### config.mk
export PLATFORM = sky130hd
export DESIGN_NAME = imm_prefix_gen_flat
export DESIGN_NICKNAME = d
export VERILOG_FILES = /design/src/rtl/imm_prefix_gen_if.sv /design/src/rtl/imm_prefix_gen.sv /design/src/flat_wrapper.sv
export SDC_FILE = /design/constraint.sdc
export NUM_CORES = 1
export LEC_CHECK = 0
export ABC_AREA = 1
export CAP_MARGIN = 20
export CELL_PAD_IN_SITES_DETAIL_PLACEMENT = 0
export CELL_PAD_IN_SITES_GLOBAL_PLACEMENT = 1
export CORE_ASPECT_RATIO = 1.1
export CORE_MARGIN = 10
export CORE_UTILIZATION = 40
export CTS_CLUSTER_DIAMETER = 150
export DETAILED_ROUTE_END_ITERATION = 6
export PLACE_DENSITY = 0.86
export SLEW_MARGIN = 20
export SYNTH_ARGS = -nofsm -noshare
export SYNTH_HDL_FRONTEND = slang
export SYNTH_SLANG_ARGS = --single-unit
### constraint.sdc
create_clock -name clk -period 4.4 [get_ports clk]
set_clock_uncertainty 0.1 [all_clocks]
set_input_delay 0.66 -clock clk [delete_from_list [all_inputs] [get_ports clk]]
set_output_delay 0.66 -clock clk [all_outputs]
set_load 0.1 [all_outputs]
### src/rtl/imm_prefix_gen_if.sv
// Decode-stage immediate bus: instruction beat in, registered immediate out.
// The master side drives the instruction beat and out_ready; the slave side is the generator.
interface imm_prefix_gen_if #(
  parameter int unsigned IMM_W = 16
) ();
  logic             in_valid;
  logic             in_ready;
  logic [15:0]      instruction;
  logic [2:0]       imm_src;
  logic             flush;
  logic             out_valid;
  logic             out_ready;
  logic [IMM_W-1:0] imm_out;
  logic             prefixed;
  logic             illegal;

  modport master (
    output in_valid, instruction, imm_src, flush, out_ready,
    input  in_ready, out_valid, imm_out, prefixed, illegal
  );

  modport slave (
    input  in_valid, instruction, imm_src, flush, out_ready,
    output in_ready, out_valid, imm_out, prefixed, illegal
  );
endinterface

### src/rtl/imm_prefix_gen.sv
// Registered immediate generator with IMMX prefix support and a one-deep
// valid/ready output register for the 16-bit decode stage.
module imm_prefix_gen #(
  parameter int unsigned IMM_W     = 16,
  parameter logic [3:0]  PREFIX_OP = 4'b1111
) (
  input  logic               clk,
  input  logic               rst_n,
  imm_prefix_gen_if.slave    bus
);

  logic             r_out_valid;
  logic             r_prefixed;
  logic             r_illegal;
  logic [IMM_W-1:0] r_imm;
  logic             r_pfx_valid;
  logic [11:0]      r_pfx;

  logic             w_in_ready;
  logic             w_acc;
  logic             w_is_pfx;
  logic [3:0]       w_op;
  logic [7:0]       w_f;
  logic [3:0]       w_wf;
  logic [5:0]       w_top;
  logic [2:0]       w_msb;
  logic             w_sgn;
  logic             w_pfx_ok;
  logic             w_upper_mode;
  logic             w_ill;
  logic             w_pre;
  logic [IMM_W-1:0] w_full;
  logic [IMM_W-1:0] w_upper;
  logic [IMM_W-1:0] w_imm;

  assign w_op       = bus.instruction[15:12];
  assign w_is_pfx   = (w_op == PREFIX_OP);
  assign w_in_ready = !r_out_valid || bus.out_ready;
  assign w_acc      = bus.in_valid && w_in_ready;

  // Field select and extension kind per immediate mode.
  always_comb begin
    w_f          = '0;
    w_wf         = '0;
    w_sgn        = 1'b0;
    w_pfx_ok     = 1'b0;
    w_upper_mode = 1'b0;
    w_ill        = 1'b0;
    unique case (bus.imm_src)
      3'b000: begin
        if (w_op == 4'b1010) begin
          w_f = bus.instruction[8:1];  w_wf = 4'd8; w_pfx_ok = 1'b1;
        end else if (w_op == 4'b1101) begin
          w_f = bus.instruction[11:4]; w_wf = 4'd8; w_pfx_ok = 1'b1;
        end else begin
          w_ill = 1'b1;
        end
      end
      3'b001: begin w_f = {2'b00, bus.instruction[5:0]};  w_wf = 4'd6; w_pfx_ok = 1'b1; end
      3'b010: begin w_f = {5'b0, bus.instruction[5:3]};   w_wf = 4'd3; w_pfx_ok = 1'b1; end
      3'b011: begin w_f = {3'b0, bus.instruction[5:1]};   w_wf = 4'd5; w_pfx_ok = 1'b1; w_sgn = 1'b1; end
      3'b100: begin w_f = {2'b00, bus.instruction[5:0]};  w_wf = 4'd6; w_pfx_ok = 1'b1; w_sgn = 1'b1; end
      3'b101: w_upper_mode = 1'b1;
      default: w_ill = 1'b1;
    endcase
  end

  // {pfx, F} is built wide and truncated to IMM_W; sign fill starts just above the concatenation.
  always_comb begin
    w_top   = 6'd12 + {2'b00, w_wf};
    w_msb   = w_wf[2:0] - 3'd1;
    w_pre   = 1'b0;
    w_upper = '0;
    w_upper[IMM_W-1 -: 8] = bus.instruction[11:4];
    if (w_pfx_ok && r_pfx_valid) begin
      w_pre  = 1'b1;
      w_full = IMM_W'(({32'b0, r_pfx} << w_wf) | {36'b0, w_f});
      if (w_sgn && r_pfx[11])
        w_full = w_full | IMM_W'({44{1'b1}} << w_top);
    end else begin
      w_full = IMM_W'({36'b0, w_f});
      if (w_sgn && w_f[w_msb])
        w_full = w_full | IMM_W'({44{1'b1}} << w_wf);
    end
    w_imm = w_upper_mode ? w_upper : w_full;
  end

  always_ff @(posedge clk or negedge rst_n) begin
    if (!rst_n) begin
      r_out_valid <= 1'b0;
      r_prefixed  <= 1'b0;
      r_illegal   <= 1'b0;
      r_imm       <= '0;
      r_pfx_valid <= 1'b0;
      r_pfx       <= '0;
    end else if (bus.flush) begin
      r_out_valid <= 1'b0;
      r_pfx_valid <= 1'b0;
    end else if (w_acc) begin
      if (w_is_pfx) begin
        // Accept implies the old result (if any) was popped this edge.
        r_pfx       <= bus.instruction[11:0];
        r_pfx_valid <= 1'b1;
        r_out_valid <= 1'b0;
      end else begin
        r_imm       <= w_imm;
        r_prefixed  <= w_pre;
        r_illegal   <= w_ill;
        r_out_valid <= 1'b1;
        r_pfx_valid <= 1'b0;
      end
    end else if (r_out_valid && bus.out_ready) begin
      r_out_valid <= 1'b0;
    end
  end

  assign bus.in_ready  = w_in_ready;
  assign bus.out_valid = r_out_valid;
  assign bus.imm_out   = r_imm;
  assign bus.prefixed  = r_prefixed;
  assign bus.illegal   = r_illegal;

endmodule
### src/flat_wrapper.sv
// flat-port wrapper written by rule: the top's interface ports become plain ports
module imm_prefix_gen_flat 
#(
  parameter int unsigned IMM_W     = 16,
  parameter logic [3:0]  PREFIX_OP = 4'b1111
)
  (clk, rst_n, bus_in_valid, bus_instruction, bus_imm_src, bus_flush, bus_out_ready, bus_in_ready, bus_out_valid, bus_imm_out, bus_prefixed, bus_illegal);
  imm_prefix_gen_if #(.IMM_W(IMM_W)) bus_i ();
  input  logic clk;
  input  logic rst_n;
  input wire logic [$bits(bus_i.in_valid)-1:0] bus_in_valid;
  input wire logic [$bits(bus_i.instruction)-1:0] bus_instruction;
  input wire logic [$bits(bus_i.imm_src)-1:0] bus_imm_src;
  input wire logic [$bits(bus_i.flush)-1:0] bus_flush;
  input wire logic [$bits(bus_i.out_ready)-1:0] bus_out_ready;
  output wire logic [$bits(bus_i.in_ready)-1:0] bus_in_ready;
  output wire logic [$bits(bus_i.out_valid)-1:0] bus_out_valid;
  output wire logic [$bits(bus_i.imm_out)-1:0] bus_imm_out;
  output wire logic [$bits(bus_i.prefixed)-1:0] bus_prefixed;
  output wire logic [$bits(bus_i.illegal)-1:0] bus_illegal;
  assign bus_i.in_valid = bus_in_valid;
  assign bus_i.instruction = bus_instruction;
  assign bus_i.imm_src = bus_imm_src;
  assign bus_i.flush = bus_flush;
  assign bus_i.out_ready = bus_out_ready;
  assign bus_in_ready = bus_i.in_ready;
  assign bus_out_valid = bus_i.out_valid;
  assign bus_imm_out = bus_i.imm_out;
  assign bus_prefixed = bus_i.prefixed;
  assign bus_illegal = bus_i.illegal;
  imm_prefix_gen #(.IMM_W(IMM_W), .PREFIX_OP(PREFIX_OP)) u_core (.clk(clk), .rst_n(rst_n), .bus(bus_i));
endmodule
==> results.md <==
- EDFF count, synth: 0
- Final setup violating endpoints: 0
- Final Critical Period: 3.30 ns
- Fmax: 303 MHz
- Fraction of registers with async set/reset: 100%
- Final GP Congestion: 0.951
- Global Route Usage Sum: 18.1%
- Commonest non-fill, non-tap cell in the layout: nand2_1
- Max rail drop VDD: 0.234 mV
- Worst hold start: u_core.bus.imm_out[2]$_DFFE_PN0P_
- Clock latency on the worst-skew pair: 0.30 ns
- Net count after synthesis: 448
- RR Startpoint: u_core.bus.out_valid$_DFFE_PN0P_
- Io pins: 44
- Setup bufs post-CTS: 0
- DP Area: 3110 um2
- Synth warnings: 0
- Gr ovfl total: 0
- Number of max-cap violations: 0
- Ant diodes: 0
- WL final: 9180 um
- Dpl hpwl: 7250 um
- Syn Inst Count: 418
- Worst-path clk slew: 0.08 ns
- Die height: 105 um
- DR DRC count: 0
- TNS Setup: 0 ns
- Synthesis-to-finish area growth: 23.3%
- Utilization after layout: 51.4%
- Post-route cell area: 3220 um2
- DR iter-0 viols: 173
- Critical Path Fanout Max: 14
- Min-Delay Path Class: reg2reg
- RSZ-0062 raised after global routing: false
- Synthesized cell area: 2610 um2
- Largest stage delay on the critical path: 0.45 ns
- Largest net degree at the start of global routing: 33
- Crit share post-route: 75.1%
- Reg2Reg Depth: 9
- Initial antenna violation count: 0
- Total power: 1.31 mW
- Pleak: 1.66 nW
- RR Endpoint: u_core.bus.imm_out[4]$_DFFE_PN0P_
- Slowest cell on the critical path: a21oi_4
- Crit-path cells: clkdlybuf4s50_1 -> nor2_1 -> nand2_1 -> a21oi_4 -> inv_2 -> ha_1 -> nand2_1 -> nor2_2 -> nand2_1 -> o211ai_1 -> a21oi_1 -> nand2_1 -> a21oi_1 -> nand2_1 -> nand2_1 -> nand2_1
- Die boundary width: 97.1 um
- Most used cell, CP: nand2_1
- Worst reg2reg setup slack: 2.09 ns
- TritonCTS clock tree: done
- Max clock buf depth: 2
- Final Hold Fails: 0
- Core area: 6270 um2
- CP arrival: 3.40 ns
- Worst slew margin: 34.2%
- Most frequent cells in the layout: nand2_1 (156), inv_1 (45), clkdlybuf4s50_1 (42)
- # rows: 30
- Synth unique cells: 35
- Slew Limit Fails: 0
- First drt pass iteration count: 4
- Routed length per instance: 17.0 um
- H-tree levels: 2
- Drt via density: 5.26
- Cell area power density: 407 nW/um2
- Share of cells above drive strength 1: 8.04%
- Yosys top cell area share: 30.6%
- Via Count: 2838
- CTS resizes: 0
- Hold path depth: 2
- Register area share after synthesis: 30.6%
- Worst-margin pin slew: 0.983 ns
- Final ANT Viol Nets: 0
- CP Launch Type: input port
- Largest cells by area after synthesis: dfrtp_1 (31%), nand2_1 (22%), nand3_1 (6.9%)
- Total CTS buffers: 5
- Root Buffer: clkbuf_8
- Global-route wire length before repair: 15100 um
- Vias in the first global route: 2899
- Hold_buf cts: 0
- Outcome: completed
- Biggest area consumer among synthesized cells: dfrtp_1
- Starting Density: 41.7%
- CP Capture Type: flop
- Worst hold endpoint: u_core.bus.imm_out[2]$_DFFE_PN0P_
- Nets: 489
- Prevailing post-synth register cell: dfrtp_1
- # clock sinks: 32
- Worst setup path class: in2reg
- Critical Path RT: 4.49 ns
- Die Area: 10200 um2
- Syn avg cell area: 6.25 um2
- Flops & latches, synth: 32
- Port bufs: 43
cells in the mapped netlist (2+ instances only):
cell,number
a211oi_1,2
a21oi_1,21
a221oi_1,2
a31oi_1,2
buf_2,6
clkbuf_1,7
dfrtp_1,32
ha_1,6
inv_1,45
inv_2,7
nand2_1,156
nand2_2,3
nand2_4,2
nand3_1,36
nand4_1,4
nor2_1,20
nor2_2,2
o211ai_1,7
o21ai_0,25
o21ai_1,14
o22ai_1,3
o31ai_1,3
stage by stage:
step	std cells	hold WS (ns)	worst slack, ns
final	540	0.384	1.10
after global routing	540	0.413	0.762
after CTS	540	0.386	1.10
after detailed placement	532	0.364	0.804
after global placement	532	0.362	0.841
after floorplan	418	0.264	1.20
cell type report:
cell class	count	area [um2]
fill	653	3050
multi-input combinational	318	1540
sequential	32	801
timing repair buffer	49	473
inverter	53	199
tap	80	100
clock buffer	5	68.8
clock inverter	3	42.5
flip-flops by register name, summed over array words and instances, names as in the netlist:
register              cells
u_core.bus.imm_out       16
u_core.r_pfx             12
u_core.bus.illegal        1
u_core.bus.out_valid      1
u_core.bus.prefixed       1
u_core.r_pfx_valid        1
worst max-delay path by stage:
stage | from | endpoint | slack [ns] | cells past startpoint
6_report | bus_instruction[12] | u_core.bus.imm_out[14]$_DFFE_PN0P_ | 1.10 | 16
5_1_grt | bus_instruction[15] | u_core.bus.imm_out[14]$_DFFE_PN0P_ | 0.76 | 17
4_1_cts | bus_instruction[12] | u_core.bus.imm_out[14]$_DFFE_PN0P_ | 1.10 | 16
3_5_place_dp | bus_instruction[12] | u_core.bus.imm_out[14]$_DFFE_PN0P_ | 0.80 | 16
3_3_place_gp | bus_instruction[15] | u_core.bus.imm_out[14]$_DFFE_PN0P_ | 0.84 | 17
2_1_floorplan | u_core.bus.out_valid$_DFFE_PN0P_ | u_core.bus.out_valid$_DFFE_PN0P_ | 1.20 | 7
report_power, final:
part	switching [mW]	internal, mW
combinational	0.462	0.164
clock	0.133	0.168
sequential	0.0339	0.351
total	0.629	0.683
critical path, delay by kind of cell:
| kind | cells | cell delay [ns] |
|---|---|---|
| adders and majority gates | 1 | 0.26 |
| and+or+nand+nor | 9 | 1.05 |
| AOI/OAI and AO/OA | 4 | 0.82 |
| buffers and inverters | 2 | 0.61 |
logic make-up after synthesis:
logic type | synth area share (%)
AO/OA/AOI/OAI | 18.4
buffers and inverters | 10.5
adder cells (fa/ha/maj) | 2.87
XOR/XNOR | 0.622
multiplexers | 0.431
AND/OR/NAND/NOR | 36.5
flip-flops | 30.6
per-layer routing:
| metal | track usage (%) | share of wire, % | up-vias |
|---|---|---|---|
| li1 | - | - | 1428 |
| met1 | 21.6 | 43 | 1318 |
| met2 | 30.0 | 49 | 65 |
| met3 | 3.95 | 4.9 | 27 |
| met4 | 8.23 | 3.0 | 0 |
| met5 | 0 | 0 | - |
No activity file was read; power rests on OpenSTA's default activity.
